File: config.mk
export PLATFORM = sky130hd
export DESIGN_NAME = mmio_uart_tx
export DESIGN_NICKNAME = d
export VERILOG_FILES = /design/src/rtl/mmio_uart_tx.sv
export SDC_FILE = /design/constraint.sdc
export NUM_CORES = 1
export LEC_CHECK = 0
export CORE_MARGIN = 3
export CORE_UTILIZATION = 57
export CTS_CLUSTER_DIAMETER = 30
export DETAILED_ROUTE_END_ITERATION = 7
export PLACE_DENSITY = 0.85
export REMOVE_ABC_BUFFERS = 1
export SKIP_LAST_GASP = 1
export SLEW_MARGIN = 5
export SYNTH_ARGS = -nofsm -noshare
export SYNTH_HDL_FRONTEND = slang
export SYNTH_SLANG_ARGS = --single-unit
File: constraint.sdc
create_clock -name clk -period 8.1 [get_ports clk]
set_input_delay 2.025 -clock clk [delete_from_list [all_inputs] [get_ports clk]]
set_output_delay 2.025 -clock clk [all_outputs]
set_load 0.005 [all_outputs]
File: src/rtl/mmio_uart_tx.sv
// ---------------------------------------------------------------------------
// mmio_uart_tx
//
// Memory-mapped UART transmitter sitting beside dmem on the data bus of the
// 32-bit RISC computer. It snoops stores and claims two addresses:
//   BASE_ADDR     TXDATA  : store pushes writedata[7:0] into the TX FIFO
//   BASE_ADDR + 4 STATUS  : store clears the sticky overflow flag
// dmem still sees every store; this block only observes the bus.
// Queued bytes are sent 8N1, LSB first, on tx.
//
// Optional feature: define UART_TX_PARITY_EN to add an even-parity bit
// between the last data bit and the stop bit (8E1 framing).
//
// Ports:
//   clk        in   system clock, rising-edge
//   reset      in   synchronous, active-high reset
//   memwrite   in   store strobe
//   dataadr    in   store byte address (full 32-bit decode)
//   writedata  in   store data, bits [7:0] used
//   tx         out  serial line, idles high (registered)
//   tx_busy    out  high whenever the FSM is not in IDLE
//   fifo_count out  queued bytes, not counting the byte on the wire
//   overflow   out  sticky: a push was dropped because the FIFO was full
// ---------------------------------------------------------------------------
module mmio_uart_tx #(
    parameter logic [31:0] BASE_ADDR    = 32'hFFFF_0000,
    parameter int          FIFO_DEPTH   = 8,
    parameter int          CLKS_PER_BIT = 16
) (
    input  logic                        clk,
    input  logic                        reset,
    input  logic                        memwrite,
    input  logic [31:0]                 dataadr,
    input  logic [31:0]                 writedata,
    output logic                        tx,
    output logic                        tx_busy,
    output logic [$clog2(FIFO_DEPTH):0] fifo_count,
    output logic                        overflow
);

    localparam int AW  = $clog2(FIFO_DEPTH);
    localparam int CW  = AW + 1;
    localparam int BCW = $clog2(CLKS_PER_BIT);
    localparam logic [BCW-1:0] CNT_MAX  = BCW'(CLKS_PER_BIT - 1);
    localparam logic [CW-1:0]  CNT_FULL = CW'(FIFO_DEPTH);

    // Elaboration-time parameter sanity checks.
    generate
        if (FIFO_DEPTH < 2 || (FIFO_DEPTH & (FIFO_DEPTH - 1)) != 0) begin : g_bad_depth
            $error("mmio_uart_tx: FIFO_DEPTH must be a power of two >= 2");
        end
        if (CLKS_PER_BIT < 2) begin : g_bad_cpb
            $error("mmio_uart_tx: CLKS_PER_BIT must be >= 2");
        end
    endgenerate

    typedef enum logic [2:0] {
        S_IDLE   = 3'd0,
        S_START  = 3'd1,
        S_DATA   = 3'd2,
        S_STOP   = 3'd3
`ifdef UART_TX_PARITY_EN
        , S_PARITY = 3'd4
`endif
    } state_t;

    // -----------------------------------------------------------------------
    // Bus decode
    // -----------------------------------------------------------------------
    logic w_push_req;
    logic w_clr_req;
    logic w_full;
    logic w_push;
    logic w_drop;
    logic w_unused_wdata;

    assign w_push_req = memwrite && (dataadr == BASE_ADDR);
    assign w_clr_req  = memwrite && (dataadr == (BASE_ADDR + 32'd4));

    // Upper store bits are architecturally ignored.
    assign w_unused_wdata = ^writedata[31:8];

    // -----------------------------------------------------------------------
    // FIFO
    // -----------------------------------------------------------------------
    logic [7:0]    r_mem [FIFO_DEPTH];
    logic [AW-1:0] r_wr_ptr;
    logic [AW-1:0] r_rd_ptr;
    logic [CW-1:0] r_count;
    logic          r_overflow;
    logic [7:0]    w_head;
    logic          w_have;
    logic          w_pop;

    // Fullness is judged on the pre-edge count, so a pop on the same edge
    // does not make room for the push.
    assign w_full = (r_count == CNT_FULL);
    assign w_push = w_push_req && !w_full;
    assign w_drop = w_push_req &&  w_full;
    assign w_head = r_mem[r_rd_ptr];
    assign w_have = (r_count != '0);

    // Storage carries no reset; pointers and count define validity.
    always_ff @(posedge clk) begin
        if (w_push) begin
            r_mem[r_wr_ptr] <= writedata[7:0];
        end
    end

    always_ff @(posedge clk) begin
        if (reset) begin
            r_wr_ptr   <= '0;
            r_rd_ptr   <= '0;
            r_count    <= '0;
            r_overflow <= 1'b0;
        end else begin
            if (w_push) begin
                r_wr_ptr <= r_wr_ptr + AW'(1);
            end
            if (w_pop) begin
                r_rd_ptr <= r_rd_ptr + AW'(1);
            end
            r_count <= r_count + CW'(w_push) - CW'(w_pop);
            // A drop on the same edge as a clear leaves the flag set.
            if (w_drop) begin
                r_overflow <= 1'b1;
            end else if (w_clr_req) begin
                r_overflow <= 1'b0;
            end
        end
    end

    // -----------------------------------------------------------------------
    // Serialiser FSM
    // -----------------------------------------------------------------------
    state_t         r_state;
    state_t         w_state_n;
    logic [BCW-1:0] r_bit_cnt;
    logic [BCW-1:0] w_bit_cnt_n;
    logic [2:0]     r_bit_idx;
    logic [2:0]     w_bit_idx_n;
    logic [7:0]     r_shift;
    logic [7:0]     w_shift_n;
    logic           r_tx;
    logic           w_tx_n;
    logic           w_bit_done;
`ifdef UART_TX_PARITY_EN
    logic           r_parity;
`endif

    assign w_bit_done = (r_bit_cnt == CNT_MAX);

    always_ff @(posedge clk) begin
        if (reset) begin
            r_state   <= S_IDLE;
            r_bit_cnt <= '0;
            r_bit_idx <= '0;
            r_shift   <= '0;
            r_tx      <= 1'b1;
        end else begin
            r_state   <= w_state_n;
            r_bit_cnt <= w_bit_cnt_n;
            r_bit_idx <= w_bit_idx_n;
            r_shift   <= w_shift_n;
            r_tx      <= w_tx_n;
        end
    end

`ifdef UART_TX_PARITY_EN
    // Parity is latched at pop time because the shift register is consumed
    // while the data bits go out.
    always_ff @(posedge clk) begin
        if (reset) begin
            r_parity <= 1'b0;
        end else if (w_pop) begin
            r_parity <= ^w_head;
        end
    end
`endif

    always_comb begin
        w_state_n   = r_state;
        w_bit_cnt_n = r_bit_cnt;
        w_bit_idx_n = r_bit_idx;
        w_shift_n   = r_shift;
        w_tx_n      = r_tx;
        w_pop       = 1'b0;

        case (r_state)
            S_IDLE: begin
                w_tx_n = 1'b1;
                if (w_have) begin
                    w_pop       = 1'b1;
                    w_shift_n   = w_head;
                    w_state_n   = S_START;
                    w_bit_cnt_n = '0;
                    w_tx_n      = 1'b0;
                end
            end

            S_START: begin
                if (w_bit_done) begin
                    w_state_n   = S_DATA;
                    w_bit_cnt_n = '0;
                    w_bit_idx_n = '0;
                    w_tx_n      = r_shift[0];
                end else begin
                    w_bit_cnt_n = r_bit_cnt + BCW'(1);
                end
            end

            S_DATA: begin
                if (w_bit_done) begin
                    w_bit_cnt_n = '0;
                    if (r_bit_idx == 3'd7) begin
`ifdef UART_TX_PARITY_EN
                        w_state_n = S_PARITY;
                        w_tx_n    = r_parity;
`else
                        w_state_n = S_STOP;
                        w_tx_n    = 1'b1;
`endif
                    end else begin
                        // Shift right so the next bit is always at [1]
                        // now and at [0] after this edge.
                        w_bit_idx_n = r_bit_idx + 3'd1;
                        w_shift_n   = {1'b0, r_shift[7:1]};
                        w_tx_n      = r_shift[1];
                    end
                end else begin
                    w_bit_cnt_n = r_bit_cnt + BCW'(1);
                end
            end

`ifdef UART_TX_PARITY_EN
            S_PARITY: begin
                if (w_bit_done) begin
                    w_state_n   = S_STOP;
                    w_bit_cnt_n = '0;
                    w_tx_n      = 1'b1;
                end else begin
                    w_bit_cnt_n = r_bit_cnt + BCW'(1);
                end
            end
`endif

            S_STOP: begin
                if (w_bit_done) begin
                    w_bit_cnt_n = '0;
                    if (w_have) begin
                        // Back-to-back frame: no idle gap.
                        w_pop     = 1'b1;
                        w_shift_n = w_head;
                        w_state_n = S_START;
                        w_tx_n    = 1'b0;
                    end else begin
                        w_state_n = S_IDLE;
                        w_tx_n    = 1'b1;
                    end
                end else begin
                    w_bit_cnt_n = r_bit_cnt + BCW'(1);
                end
            end

            default: begin
                w_state_n   = S_IDLE;
                w_bit_cnt_n = '0;
                w_tx_n      = 1'b1;
            end
        endcase
    end

    // -----------------------------------------------------------------------
    // Outputs
    // -----------------------------------------------------------------------
    assign tx         = r_tx;
    assign tx_busy    = (r_state != S_IDLE);
    assign fifo_count = r_count;
    assign overflow   = r_overflow;

endmodule
; Word level (Yosys, flattened, before mapping)
; Memory sizes are Yosys's and may differ from the RTL's. A register that Yosys moved wholly into a read port is not among the register bits.
; Index checks and enable logic that the tools add are counted.
[classes]
n_mux = 34
n_reduce_logical = 16
eq_ne = 14
add_sub_neg = 6
[ops]
columns = op, n
row1 = $eq A32 B32 Y1 const B, 2
row2 = $mux W8, 4
row3 = $mux W3, 10
row4 = $pmux W8 S3, 1
row5 = $mux W1, 12
row6 = $ne A2 B2 Y1 const B, 6
row7 = $pmux W3 S4, 1
row8 = $add A3 B1 Y3 const B, 3
row9 = $eq A4 B4 Y1 const B, 2
row10 = $mux W4, 2
row11 = $pmux W4 S2, 1
row12 = $reduce_and A4 Y1, 2
row13 = $eq A3 B2 Y1 const B, 2
row14 = $pmux W3 S2, 1
row15 = $reduce_bool A3 Y1, 2
row16 = $reduce_and A5 Y1, 1
row17 = $add A4 B1 Y4, 1
row18 = $add A4 B1 Y4 const B, 1
row19 = $logic_and A1 B1 Y1, 4
row20 = $pmux W1 S4, 1
row21 = $reduce_bool A2 Y1, 2
row22 = $reduce_bool A4 Y1, 1
row23 = $sub A4 B1 Y4, 1
row24 = $eq A3 B1 Y1 const B, 1
row25 = 6 further kinds, 6
[word_totals]
out_inout_bits = 7
mem_bits_rw = 64
reg_bits = 30
mem_count = 1
inputBits = 67
word_cells = 80
[memory_table]
columns = name, depth, word_bits, rd, rd_clocked_by_memory_dff, wr, line_no
row1 = r_mem, 8, 8, 1, 1, 1, 86  ; logic [7:0] r_mem [FIFO_DEPTH];

; Longest topological paths before layout
[depth]
word_depth = 6
mapped_depth = 13
mapped_depth_nobuf = 12

; Worst setup path after synthesis
; Ideal clock, no wire load.
[synth_timing]
path_kind = input-to-reg
start = input dataadr[3]
end = memory r_mem[0][0], enable pin
path_stages = 5
path_slack_ns = 3.466
path_buffers = 1
setup_time_ns = 0.395
t_required_ns = 7.705
arrival_ns = 4.239
cell_sequence = nand4b_1 -> or4_4 -> or4b_4 -> buf_6 -> nor4_1
[synth_between]
elab_chain_len = 5
[synth_lines]
columns = item, line_no
row1 = from (decl), 33  ; input logic [31:0] dataadr,
row2 = $eq A32 B32 Y1, 77  ; assign w_push_req = memwrite && (dataadr == BASE_ADDR);
row3 = $logic_and A1 B1 Y1, 77
row4 = $logic_and A1 B1 Y1, 98  ; assign w_push = w_push_req && !w_full;
row5 = $mux W1, 105  ; if (w_push) begin
row6 = $mux W1 (not written as such), 106  ; r_mem[r_wr_ptr] <= writedata[7:0];
row7 = to (decl), 86
; Every way passes these cells.

; Worst setup path after layout
[layout_timing]
start = input dataadr[18]
end = memory r_mem[5][4], enable pin
; The elaborated chain is that of the path after synthesis.

==> flow_summary.toml <==
[yosys]
yosysMostFrequentCell = "edfxtp_1"
synth_edf_count = 64
yosys_warnings = 0
ys_types = 53
synthTopCellsByCount = "edfxtp_1 (64), dfxtp_1 (32), nor2_1 (19)"
synth_top_cell_area_share = 0.453
postSynthAreaPerCell_um2 = 14.0
yosysSeqAreaShare = 0.603
ys.flop_type = "edfxtp_1"
syn-instance-count = 304
yosysTopAreaCell = "edfxtp_1"
synthTopCellsByArea = "edfxtp_1 (45%), dfxtp_1 (15%), mux4_2 (8.5%)"
synth_area_um2 = 4250
synth-seq-cells = 96
async_flop_share = 0

[critical_path]
reg2reg_from = "fifo_count[2]$_SDFF_PP0_"
crit_family = "simple AND/OR/NAND/NOR gates"
r2r_cells = 6
crit_slowest_cell = "nor4b_2"
r2r-end = "r_mem[5][4]$_DFFE_PP_"
crit_type = "in2reg"
crit_chain = "clkdlybuf4s50_1, nand4b_1, or4_4, or4b_4, nor4b_2"
startpoint_type = "primary input"
cp.arrival_ps = 4810
required_ps = 8070
timing.critical_path.buf_inv = 1
endpoint_kind = "flip-flop"
critPathMaxFanout = 11
cp_slowest_stage_delay_ps = 1020
r2r_setup_slack_ps = 5260

[global_routing]
grt_antenna_before_repair = 0
grt_use_total = 0.204
overflow = 0
grt_max_degree = 30
grt_pass1_vias = 2611
grt_first_pass_wirelength_um = 13300

[detailed_routing]
vias = 2688
ant_nets = 0
wl_met2_um = 4460
wl_met1_um = 3270
dr.pass1.iters = 4
routed-wl-met3_um = 317
wl_um = 8140
highest_layer = "met4"
drcViolationCount = 0
first_iter_violations = 148
routedWlPerCell_um = 17.8
via_per_inst = 5.87

[placement]
dpl_worst_slack_ps = 2880
placed_cell_area_um2 = 4850
numPortBuffers = 49
hpwl_um = 5760
place_congestion = 0.795

[pwr]
vdd_drop_max_mv = 0.165
power_density_nw_per_um2 = 246
p_leak_nw = 1.73
power_mw = 1.24

[timing]
fin_skew_ps = 6.35
tightest_slew_ps = 1220
slew_headroom = 0.183
setup_viol = 0
post-route-min-period_ps = 4840
postLayoutSetupSlackWorst_ps = 3260
fin_tns_setup_ps = 0
finalHoldViolCount = 0
fin_crit_sh = 0.598
drv_slew = 0
rsz0062_at_grt = "false"
fmax_ghz = 0.207

[final_layout]
fill_cells = 478
antenna_cells = 0
fin_nets = 441
drive_above_1_share = 0.138
area_delta_synth_final_pct = 18.4
multi_input_area_um2 = 1580
seq_area_um2 = 2560
design_area_um2 = 5030

[floorplan]
core_um2 = 7020
initial_core_util = 0.605
rows = 30
dieArea_um2 = 8520
fp.dieH_um = 92.3
ios = 74
fp.dieW_um = 92.3

[clock_tree]
cts_max_path_buffers = 2
post-cts-setup-buffers = 0
clk_pin_slew_ps = 90
clk_latency_ps = 350
cts.sink_count = 96
root_buffer = "clkbuf_8"
hold_buffers = 0
cts_buffers = 9
htree_levels = 3
cts.repair.resized = 0
cts_tree = "done"

[worst_hold_path]
min_from = "r_bit_idx[1]$_SDFFE_PP0P_"
hold_class = "reg2reg"
timing.hold.worst_endpoint = "r_bit_idx[1]$_SDFFE_PP0P_"
holdPathStages = 2

[status]
status = "completed"

[flow_run]
maxCapViolations = 0
## placed cells by master (no fill, tap or decap), types with 3 or more instances in the layout
cell type        count
edfxtp_1            64
clkdlybuf4s50_1     49
dfxtp_1             32
nor2_1              19
mux4_2              16
ha_1                16
nand2_1             15
a21oi_1             13
inv_1               12
mux2i_1             10
clkbuf_8             9
nor4_1               7
buf_4                7
nor3_1               6
nand4_1              6
o21ai_0              6
a32oi_1              6
a21o_1               6
nor3b_1              5
o22ai_1              5
xnor2_1              4
nor2b_1              3
mux2_2               3
nand3_1              3
## report_power, final
group | internal, mW | total (mW) | switching, mW
clock | 0.115 | 0.282 | 0.167
sequential | 0.559 | 0.608 | 0.0490
combinational | 0.187 | 0.347 | 0.160
total | 0.861 | 1.24 | 0.375
## logic make-up after synthesis
group | synth area share
compound gates | 0.0804
xor+xnor | 0.00825
fa+ha+maj | 0.0519
buf+inv | 0.0253
flops | 0.603
mux | 0.116
simple gates | 0.114
## how the worst max path moves through the flow
| stage | cells past startpoint | end | slack, ps | start |
|---|---|---|---|---|
| 3_5_place_dp | 5 | r_mem[5][0]$_DFFE_PP_ | 2880 | dataadr[18] |
| 2_1_floorplan | 4 | r_mem[0][0]$_DFFE_PP_ | 3520 | dataadr[3] |
| 5_1_grt | 5 | r_mem[5][4]$_DFFE_PP_ | 3160 | dataadr[3] |
| 4_1_cts | 5 | r_mem[5][4]$_DFFE_PP_ | 3260 | dataadr[18] |
| 3_3_place_gp | 5 | r_mem[5][0]$_DFFE_PP_ | 2920 | dataadr[3] |
| 6_report | 5 | r_mem[5][4]$_DFFE_PP_ | 3260 | dataadr[18] |
## state kept, by name (all words and copies together), names as in the netlist, named ones only
signal / count
r_bit_idx: 3
r_shift: 8
tx: 1
r_bit_cnt: 4
r_state: 2
r_rd_ptr: 3
fifo_count: 4
r_mem: 64
overflow: 1
r_wr_ptr: 3
## cell type report
type	count	share of cell area
flip-flops and latches	96	0.510
multi-input cells	182	0.314
repair buffers	56	0.108
clock buffers	9	0.0246
well taps	96	0.0239
clock inverters	7	0.0110
inverters	12	0.00896
## worst reg2reg max path, cell delays in order, from the launching register on
cell and delay (ps):
dfxtp_1 340, inv_1 80, ha_1 190, nor3b_1 160, nor2_1 80, or4b_4 570, nor4b_2 1030
## through the flow
stage / hold slack (ps) / std cells / util
6_report: 466 / 458 / 0.716
5_1_grt: 491 / 458 / 0.716
4_1_cts: 472 / 458 / 0.716
3_5_place_dp: 455 / 442 / 0.691
3_3_place_gp: 447 / 442 / 0.691
2_1_floorplan: 430 / 290 / -
## per-layer routing
| layer | vias up | global-route usage |
|---|---|---|
| met5 | - | 0 |
| met4 | 0 | 0.0545 |
| met3 | 8 | 0.0455 |
| met2 | 64 | 0.355 |
| met1 | 1318 | 0.259 |
| li1 | 1298 | - |
Note: power is estimated with default switching activity, not from simulation.
